### config.mk
export PLATFORM = sky130hd
export DESIGN_NAME = uart_tx_feeder
export DESIGN_NICKNAME = d
export VERILOG_FILES = /design/src/rtl/uart_pkg.sv /design/src/rtl/uart_sync_fifo.sv /design/src/rtl/uart_tx_feeder.sv
export SDC_FILE = /design/constraint.sdc
export NUM_CORES = 1
export LEC_CHECK = 0
export CORE_ASPECT_RATIO = 1.25
export CORE_MARGIN = 2
export CORE_UTILIZATION = 50
export CTS_CLUSTER_SIZE = 14
export DETAILED_ROUTE_END_ITERATION = 12
export GPL_TIMING_DRIVEN = 0
export PLACE_DENSITY = 0.67
export SYNTH_ARGS = -nofsm -noshare
export SYNTH_HDL_FRONTEND = slang
export SYNTH_SLANG_ARGS = --single-unit
### constraint.sdc
create_clock -name clk -period 5.4 [get_ports clk]
set_input_delay 0.54 -clock clk [delete_from_list [all_inputs] [get_ports clk]]
set_output_delay 0.54 -clock clk [all_outputs]
set_load 0.02 [all_outputs]
### src/rtl/uart_pkg.sv
// Shared constants and types for the UART transmit path.
package uart_pkg;

  localparam int DATA_W = 8;

  typedef enum logic [1:0] {
    IDLE = 2'd0,
    WAIT = 2'd1,
    GAP  = 2'd2
  } tx_feed_state_t;

endpackage

### src/rtl/uart_sync_fifo.sv
// Synchronous FIFO with combinational head output; flush clears pointers and count.
module uart_sync_fifo #(
  parameter int DEPTH  = 16,
  parameter int DATA_W = 8
) (
  input  logic                       clk,
  input  logic                       Tx_rst,
  input  logic                       push,
  input  logic                       pop,
  input  logic                       flush,
  input  logic [DATA_W-1:0]          din,
  output logic [DATA_W-1:0]          dout,
  output logic [$clog2(DEPTH):0]     count,
  output logic                       full,
  output logic                       empty
);

  localparam int AW = $clog2(DEPTH);
  localparam int CW = AW + 1;

  logic [DATA_W-1:0] mem [DEPTH];
  logic [AW-1:0]     wr_ptr_q, rd_ptr_q;
  logic [CW-1:0]     cnt_q;
  logic              do_push, do_pop;

  assign full  = (cnt_q == CW'(DEPTH));
  assign empty = (cnt_q == '0);
  assign count = cnt_q;
  assign dout  = mem[rd_ptr_q];

  // Flush wins over both push and pop in the same cycle.
  assign do_push = push && !full  && !flush;
  assign do_pop  = pop  && !empty && !flush;

  always_ff @(posedge clk or posedge Tx_rst) begin
    if (Tx_rst) begin
      wr_ptr_q <= '0;
      rd_ptr_q <= '0;
      cnt_q    <= '0;
    end else if (flush) begin
      wr_ptr_q <= '0;
      rd_ptr_q <= '0;
      cnt_q    <= '0;
    end else begin
      if (do_push) wr_ptr_q <= wr_ptr_q + 1'b1;
      if (do_pop)  rd_ptr_q <= rd_ptr_q + 1'b1;
      case ({do_push, do_pop})
        2'b10:   cnt_q <= cnt_q + 1'b1;
        2'b01:   cnt_q <= cnt_q - 1'b1;
        default: cnt_q <= cnt_q;
      endcase
    end
  end

  // Storage holds data only, so it carries no reset.
  always_ff @(posedge clk) begin
    if (do_push) mem[wr_ptr_q] <= din;
  end

endmodule

### src/rtl/uart_tx_feeder.sv
// Byte buffer and start-pulse sequencer in front of the UART transmitter.
// Optional UART_TX_LEVEL_EN exposes the FIFO occupancy on the level port.
module uart_tx_feeder
  import uart_pkg::*;
#(
  parameter int DEPTH    = 16,
  parameter int IDLE_GAP = 0
) (
  input  logic              clk,
  input  logic              Tx_rst,
  input  logic              wr_valid,
  input  logic [DATA_W-1:0] wr_data,
  output logic              wr_ready,
  input  logic              flush,
  output logic              tx_start,
  output logic [DATA_W-1:0] tx_data,
  input  logic              tx_done,
  output logic              busy
`ifdef UART_TX_LEVEL_EN
  ,
  output logic [$clog2(DEPTH):0] level
`endif
);

  localparam int CW = $clog2(DEPTH) + 1;

  logic [CW-1:0]     count;
  logic              full, empty;
  logic [DATA_W-1:0] head;
  logic              pop;

  tx_feed_state_t    state_q, state_d;
  logic [7:0]        gap_q, gap_d;
  logic              tx_start_q, tx_start_d;
  logic [DATA_W-1:0] tx_data_q, tx_data_d;

  uart_sync_fifo #(
    .DEPTH  (DEPTH),
    .DATA_W (DATA_W)
  ) u_fifo (
    .clk    (clk),
    .Tx_rst (Tx_rst),
    .push   (wr_valid),
    .pop    (pop),
    .flush  (flush),
    .din    (wr_data),
    .dout   (head),
    .count  (count),
    .full   (full),
    .empty  (empty)
  );

  assign pop = (state_q == IDLE) && !empty && !flush;

  always_comb begin
    state_d    = state_q;
    gap_d      = gap_q;
    tx_start_d = 1'b0;
    tx_data_d  = tx_data_q;
    case (state_q)
      IDLE: begin
        if (pop) begin
          tx_data_d  = head;
          tx_start_d = 1'b1;
          state_d    = WAIT;
        end
      end
      WAIT: begin
        if (tx_done) begin
          if (IDLE_GAP != 0) begin
            state_d = GAP;
            gap_d   = 8'(IDLE_GAP);
          end else begin
            state_d = IDLE;
          end
        end
      end
      GAP: begin
        gap_d = gap_q - 8'd1;
        if (gap_q <= 8'd1) state_d = IDLE;
      end
      default: state_d = IDLE;
    endcase
  end

  always_ff @(posedge clk or posedge Tx_rst) begin
    if (Tx_rst) begin
      state_q    <= IDLE;
      gap_q      <= '0;
      tx_start_q <= 1'b0;
      tx_data_q  <= '0;
    end else begin
      state_q    <= state_d;
      gap_q      <= gap_d;
      tx_start_q <= tx_start_d;
      tx_data_q  <= tx_data_d;
    end
  end

  assign wr_ready = !full;
  assign tx_start = tx_start_q;
  assign tx_data  = tx_data_q;
  assign busy     = (state_q != IDLE) || (count != '0);

`ifdef UART_TX_LEVEL_EN
  assign level = count;
`endif

endmodule

==> flow_results.org, run 1 <==
** CTS
- Root buffer cell :: sky130_fd_sc_hd__clkbuf_16
- Post-CTS setup buffers :: 0
- Clock tree from TritonCTS :: built
- The number of hold buffers added after CTS was 0.
- The H-tree was split into 4 levels.
- Counting every sink on the clock net gives 151.
- The number of clock buffers added by TritonCTS is 17.
- Register clock-pin slew on the reported worst setup and hold paths :: 0.06 ns
- Max Root-Sink Buffers :: 2
- The number of gates resized after CTS was 0.
- Worst-skew pair later-pin latency :: 0.42 ns

** Status
- Result of the run :: finished, final reports clean

** Job
- Across the run, the number of max-cap violations was 0.

** Pwr
- Of the total power, the clock network draws 0.352.
- Combinational power share :: 0.236
- The analysis attributes to net switching a power of 0.0009057 W.
- The analysis attributes to cell leakage a power of 2.505 nW.
- Dividing total power by cell area gives a power density of 460.0 mW/mm^2.
- The design draws 0.003359 W.
- Switching power share of the total :: 0.2697
- Relative contribution of sequential cells to total power :: 0.413
- VDD sags by at most 0.0002098 V.
- Cell internal power was estimated by the tool at 0.002453 W.

** Route
- The first detailed-routing pass ran for 5 iterations.
- In the routed design, unresolved DRC markers number 0.
- Once detail routing completed, the nets flagged for antenna violations numbered 0.
- Routed vias/inst :: 5.795
- Overall via count from detail_route :: 3141
- Wires add up to 12040 microns.
- After detailed routing, the average wire length per cell comes to 22.21 microns.
- The detailed router finished its first iteration with 176 violations.

** Final layout
- Of the cells placed in the final design, the portion with a size suffix greater than 1 is 0.1984.
- Final Core Density :: 0.6003
- Relative to the synthesized area, the layout overhead comes to 16.70%.
- At the end of the flow, the number of nets in the layout was 385.
- Ant. Diodes :: 0
- Post-route insts no fill :: 542

** Global route
- The number of global-route vias before repair was 3170.
- Largest net degree at the start of global routing :: 24
- Global-route congestion overflow total :: 0
- The first global-routing pass estimated 18610 microns of wire.
- The number of antenna violations at the first check in global routing came to 0.
- Total routing usage reported by global routing :: 0.1947

** Synth
- Yosys warnings :: 0
- Async set or reset register ratio after synthesis :: 0.1523
- Counting flops with a built-in enable in the synthesized netlist gives 128.
- In the post-synthesis netlist, the cell with the most instances is sky130_fd_sc_hd__edfxtp_1.
- Synthesis handed over a netlist of 324 instances.
- After synthesis the cells add up to 0.006256 sq mm.
- Synthesis inferred 151 register bits.
- Syn Nets :: 344
- Of all cell types, the one taking the most synthesized area is sky130_fd_sc_hd__edfxtp_1.
- In the synthesized netlist the dominant register cell turns out to be sky130_fd_sc_hd__edfxtp_1.
- Area fraction of the dominant cell type after synthesis :: 0.6144
- In the synthesized netlist, the cells that appear most often are 128 x sky130_fd_sc_hd__edfxtp_1, 26 x sky130_fd_sc_hd__nor2_1, 23 x sky130_fd_sc_hd__dfrtp_1, 22 x sky130_fd_sc_hd__mux4_1, 18 x sky130_fd_sc_hd__mux4_2.
- The netlist uses 38 different library cells.
- Averaged over all synthesized cells, the footprint is 19.31 sq um.
- In the post-synthesis netlist, the biggest area contributors are sky130_fd_sc_hd__edfxtp_1 61%, sky130_fd_sc_hd__mux4_1 9.2%, sky130_fd_sc_hd__dfrtp_1 9.2%, sky130_fd_sc_hd__mux4_2 6.5%, sky130_fd_sc_hd__nor2_1 1.6%.
- Sequential fraction of the synthesis area :: 0.7064

** STA
- Of the available clock period, the critical path in the final layout requires 0.5909.
- Final min period :: 3.191 ns
- At the pin with the least slew margin, the transition time is 1.378 ns.
- The number of pins with negative max-slew slack in the final report was 0.
- Endpoints failing hold :: 0
- Setup repair after global routing left no endpoint under its margin.
- Setup clock skew after layout :: 0.009950 ns
- Peak Freq :: 0.3134 GHz
- Final hold analysis gives a worst-case slack of 0.5050 ns.
- In the final timing run, aggregate negative setup slack is 0 ns.
- Final setup viols :: 0
- Slew margin rel. :: 0.07431

** Floorplan
- The floorplan has 45 rows.
- The floorplan step defined a die boundary enclosing 0.01343 sq mm.
- Effective utilization at floorplan :: 0.5144
- For this design the top-level I/O count stands at 24.
- Measured along the y axis, the die boundary spans 129.1 microns.
- The floorplan step defined a core boundary enclosing 0.01216 sq mm.
- The floorplan step set the die width to 104.0 microns.

** Place
- Final GP Congestion :: 0.7811
- Dpl hpwl :: 7922 microns
- After detailed placement, the design holds a cell count of 510.
- IO Port Bufs :: 22

** Worst setup path
- Worst setup path startpoint :: u_fifo.count[1]$_DFFE_PP0P_
- The worst setup path is launched from a flop.
- The worst setup path is of the reg -> reg kind.
- Beginning of the worst register-to-register path :: u_fifo.count[1]$_DFFE_PP0P_
- Buffers and inverters on the worst path :: 1
- Largest stage delay on the critical path :: 0.57 ns
- Depth of the worst register-to-register path :: 11
- In this run the critical register-to-register path is captured at u_fifo.count[4]$_DFFE_PP0P_.
- Family with the most delay on the worst path :: compound AO/OA/AOI/OAI gates
- STA puts the critical path data required time at 5.67 ns.
- Worst endpoint data arrival time :: 3.46 ns
- Worst setup EP type :: flop
- Slowest cell on the critical path :: sky130_fd_sc_hd__o311ai_0
- R2R setup slack :: 2.21 ns
- Along the worst path, the maximum fanout reaches 9.
- CP Cell Sequence :: buf_2, nor4_4, a21oi_1, nand2_1, nor2_1, xor2_1, ha_1, o311ai_0, a21oi_1, o311ai_0, o221ai_1

** Min path
- Counting instances, the worst hold path has a depth of 1.
- The min-delay analysis places its worst path in the category reg -> reg.
- Hold Crit Endpoint :: tx_data[7]$_DFFE_PP0P_
- Source of the worst hold timing path :: tx_data[7]$_DFFE_PP0P_
-- flip-flops by register name, indices dropped and copies added, names as in the netlist --
signal / count
state_q: 1
tx_data: 8
tx_start: 1
u_fifo.count: 5
u_fifo.mem: 128
u_fifo.rd_ptr_q: 4
u_fifo.wr_ptr_q: 4
-- power groups by stage --
stage               sequential [W]  clock (W)  combinational [W]
global placement           0.00141          0           0.000774
CTS                        0.00139    0.00119           0.000797
finish                     0.00139    0.00118           0.000791
floorplan                  0.00144          0           0.000511
detailed placement         0.00141          0           0.000791
global route               0.00139    0.00125           0.000850
-- layout make-up --
type / count / area [sq um]
fillers: 908 / 4861
flip-flops and latches: 151 / 4419
multi-input cells: 147 / 1685
clock buffers: 24 / 556.8
repair buffers: 22 / 220.2
well taps: 164 / 205.2
plain buffers: 19 / 135.1
clock inverters: 8 / 52.55
inverters: 7 / 26.28
-- cell usage in the layout, fill, tap and decap left out, drive strengths merged, types with 8 or more instances in the layout --
cell,instances
edfxtp,128
clkbuf,27
mux2,8
mux4,40
nand2,14
nor2,26
clkdlybuf4s50,22
buf,16
inv,9
dfrtp,23
-- worst reg2reg max path: stages (launching register included) --
cell and delay (ns):
sky130_fd_sc_hd__dfrtp_1 0.35, sky130_fd_sc_hd__buf_2 0.17, sky130_fd_sc_hd__nor4_4 0.38, sky130_fd_sc_hd__a21oi_1 0.24, sky130_fd_sc_hd__nand2_1 0.19, sky130_fd_sc_hd__nor2_1 0.09, sky130_fd_sc_hd__xor2_1 0.17, sky130_fd_sc_hd__ha_1 0.24
sky130_fd_sc_hd__o311ai_0 0.57, sky130_fd_sc_hd__a21oi_1 0.17, sky130_fd_sc_hd__o311ai_0 0.30, sky130_fd_sc_hd__o221ai_1 0.17
-- per-layer routing --
layer,vias to the layer above,track usage,share of wire
met3,16,0.04326,0.036
met1,1645,0.2434,0.42
met5,-,0,0
li1,1395,-,-
met4,0,0.06836,0.016
met2,85,0.3406,0.53
-- per-stage QoR --
stage / setup WS (ns) / instance area [sq um]
after floorplan: 2.752 / 6256
after global placement: 1.964 / 6681
after detailed placement: 1.844 / 6691
after CTS: 2.249 / 7301
after global routing: 1.996 / 7301
final: 2.209 / 7301
-- cell families after synthesis --
group,count (synthesis),synth area share
buffers and inverters,26,0.02580
adders and majority gates,7,0.01400
xor gates and xnor gates,9,0.01260
and+or+nand+nor,59,0.04380
muxes,49,0.1732
AOI/OAI and AO/OA,23,0.02420
DFF,151,0.7064
-- worst max-delay path by stage --
stage / endpoint / slack (ns) / cells after the start
after floorplan: u_fifo.count[4]$_DFFE_PP0P_ / 2.75 / 11
after global placement: u_fifo.mem[2][1]$_DFFE_PP_ / 1.96 / 5
after detailed placement: u_fifo.count[4]$_DFFE_PP0P_ / 1.84 / 9
after CTS: u_fifo.count[4]$_DFFE_PP0P_ / 2.25 / 11
after global routing: u_fifo.count[4]$_DFFE_PP0P_ / 2.00 / 11
final: u_fifo.count[4]$_DFFE_PP0P_ / 2.21 / 11
(Power assumes the default switching activity.)
==> run 2: changes to the inputs <==
- PLACE_DENSITY: 0.67 -> 0.7
- clock period: 5.4 -> 2.6 ns (I/O delays scaled with it)
==> flow_results.org, run 2 (synthesis gave the netlist of run 1 again) <==
** CTS
- Clock tree synthesis found a total of 151 sinks.
- Max Root-Sink Buffers :: 2
- After clock tree synthesis, the clock-pin slew on the worst setup and hold paths is 0.06 ns.
- At the later pin of the worst-skew pair, clock insertion delay measures 0.43 ns.
- Buffers inserted during clock tree synthesis total 17.
- In this run, post-CTS hold repair placed 0 buffers.
- Root buffer cell :: sky130_fd_sc_hd__clkbuf_16
- H-tree level count :: 4
- TritonCTS built the clock tree.

** Global route
- Summed over all layers, the global routing overflow is 0.
- The first global-routing pass estimated 18890 microns of wire.
- The number of global-route vias before repair is 3220.
- Entering global routing, the biggest net connects 24 pins.
- Antenna violations before repair :: 0
- Across every metal layer, demand over resource in global routing totals 0.1991.

** Worst setup path
- Crit path launch type :: flop
- STA classifies the critical path endpoint as a flop.
- Data arrives at the worst endpoint at 2.83 ns.
- STA puts the critical path data required time at 2.88 ns.
- Of all nets on the critical path, the largest fanout is 6.
- R2R setup slack :: 0.05 ns
- Beginning of the worst register-to-register path :: u_fifo.count[0]$_DFFE_PP0P_
- Depth of the worst register-to-register path :: 11
- By startpoint and endpoint, the worst setup path is classified as reg -> reg.
- Reg-to-reg endpoint :: u_fifo.count[4]$_DFFE_PP0P_

** Route
- In this run, the number of DRC markers left after iteration 0 of detailed routing was 290.
- The first detailed-routing pass ran for 5 iterations.
- The routed layout has 3214 vias.
- Drt wl/cell :: 22.83 microns
- For this run, design rule violations remaining after detail routing come to 0.
- Routed vias/inst :: 5.865
- The count of nets left with antenna violations once routing finished came out at 0.
- Wires add up to 12510 microns.

** STA
- Between clock sinks in the finished design, the worst skew comes to 0.01260 ns.
- Final max-slew violation count :: 0
- The final-report hold violation count came to 0.
- Headroom to the max-slew limit came out at 0.3704.
- For this run, the top clock speed supported by timing is 0.3921 GHz.
- Final min period :: 2.550 ns
- At the pin with the least slew margin, the transition time is 0.9409 ns.
- Setup violations remaining at the end of the flow were counted as 0.
- Setup repair after global routing missed its margin :: yes
- Minimum hold slack :: 0.3039 ns
- Of the available clock period, the critical path in the final layout requires 0.9808.

** Place
- Placed cell area :: 0.006701 sq mm
- After legalization and detailed placement, the total HPWL measured 7810 microns.
- The count of buffers added on input and output ports is 22.
- Final GP Congestion :: 0.8282

** Min path
- The startpoint identified for the worst hold timing path is flush.
- Hold Crit Endpoint :: u_fifo.count[3]$_DFFE_PP0P_
- Cell depth of the worst hold path :: 2
- The path class of the tightest hold or removal check is in -> reg.

** Final layout
- Sequential cell area :: 0.004420 sq mm
- Cell area after layout :: 0.007390 sq mm
- Final Core Density :: 0.6076
- Of the cells placed in the final design, the portion with a size suffix greater than 1 is 0.2500.
- Footprint of the multi-input gates :: 0.001774 sq mm
- The top cell types in the final layout, fill and taps aside, are 128 x sky130_fd_sc_hd__edfxtp_1, 22 x sky130_fd_sc_hd__nor2_1, 22 x sky130_fd_sc_hd__mux4_1, 22 x sky130_fd_sc_hd__clkdlybuf4s50_1, 22 x sky130_fd_sc_hd__dfrtp_1.
- Post-synthesis to final-layout area growth :: 18.12%
- The final layout contains 391 nets.
- The library cell used most frequently in the layout, excluding fill and tap cells, is sky130_fd_sc_hd__edfxtp_1.
- Number of inserted filler cells in the final layout :: 892
- The register with the most flip-flops in the layout has 128 of them.
- 0 antenna diodes ended up in the layout.
- The register with the most flip-flops in the final layout is u_fifo.mem.

** Floorplan
- Row cnt :: 45
- The core region is 0.01216 sq mm.
- The initial utilization of the core area, before any placement, comes to 0.5144.
- For this design the top-level I/O count stands at 24.
- Die Area :: 0.01343 sq mm
- From left edge to right edge, the die measures 104.0 microns.
- Die Span Y :: 129.1 microns

** Pwr
- The worst-case IR drop observed on VDD is 0.0005937 V.
- P_leak :: 2.515 nW
- In this run the power density over the cells is 949.2 mW/mm^2.
- Power comes to 0.007014 W.

** Status
- The run finished with clean final reports.

** Job
- Across the run, the number of max-cap violations was 0.
## run 2: changes by cell type in the layout (fill, tap and decap cells not counted), sizes merged
cell / change
buf: +5
inv: +1
bufinv: +1
clkinv: +4
clkbuf: -5
## run 2: critical path, stage by stage, from the launching register on
cell                       delay (ns)
sky130_fd_sc_hd__dfrtp_2         0.46
sky130_fd_sc_hd__nor4_4          0.27
sky130_fd_sc_hd__buf_4           0.19
sky130_fd_sc_hd__a21oi_2         0.07
sky130_fd_sc_hd__nand2_2         0.12
sky130_fd_sc_hd__nor2_4          0.04
sky130_fd_sc_hd__xor2_1          0.17
sky130_fd_sc_hd__ha_2            0.23
sky130_fd_sc_hd__o311ai_4        0.28
sky130_fd_sc_hd__a21oi_1         0.12
sky130_fd_sc_hd__o311ai_0        0.31
sky130_fd_sc_hd__o221ai_1        0.15
## run 2: cell type report
| type | count | area share |
|---|---|---|
| Buffer | 19 | 0.01947 |
| Clock buffer | 18 | 0.05808 |
| Clock inverter | 14 | 0.01693 |
| Timing Repair Buffer | 28 | 0.03590 |
| Inverter | 7 | 0.003556 |
| Sequential cell | 151 | 0.5982 |
| Tap cell | 164 | 0.02777 |
| Multi-Input combinational cell | 147 | 0.2401 |
## run 2: how the worst max path moves through the flow
stage	depth (start not counted)	endpoint	slack [ns]	from
after floorplan	11	u_fifo.count[4]$_DFFE_PP0P_	0.05	u_fifo.count[1]$_DFFE_PP0P_
after global placement	5	u_fifo.mem[2][0]$_DFFE_PP_	-0.56	wr_valid
after detailed placement	9	u_fifo.count[4]$_DFFE_PP0P_	-0.49	wr_valid
after CTS	5	busy	0.02	u_fifo.count[1]$_DFFE_PP0P_
after global routing	11	u_fifo.count[4]$_DFFE_PP0P_	-0.13	u_fifo.count[0]$_DFFE_PP0P_
final	11	u_fifo.count[4]$_DFFE_PP0P_	0.05	u_fifo.count[0]$_DFFE_PP0P_
## run 2: repair_timing
action                                  CTS  global route
buffers inserted                          2             4
endpoints found under the setup margin    2           131
pin swaps                                 2             6
resized for setup                         6            17
## run 2: power breakdown
group | internal (W) | switching, W | leakage (nW) | total, W
clock | 0.00132 | 0.000968 | 0.274 | 0.00229
sequential | 0.00279 | 0.0000892 | 1.45 | 0.00288
combinational | 0.000928 | 0.000914 | 0.794 | 0.00184
total | 0.00504 | 0.00197 | 2.51 | 0.00701
## run 2: routing by layer
layer,share of wire,global-route usage,vias up
met5,0,0,-
met2,0.52,0.3344,119
met3,0.047,0.05433,23
met4,0.021,0.08029,0
li1,-,-,1407
met1,0.42,0.2497,1665
## run 2: stage by stage
stage	setup TNS (ns)	setup slack, ns	std cells
after floorplan	0	0.05470	324
after global placement	-16.89	-0.5620	510
after detailed placement	-3.252	-0.4854	510
after CTS	0	0.01907	544
after global routing	-0.1293	-0.1293	548
final	0	0.04981	548
==> run 3: changes to the inputs <==
- ABC_CLOCK_PERIOD_IN_PS: default -> 2600
==> results of run 3 <==
Final layout, timing and power as in run 2 (identical DEF).
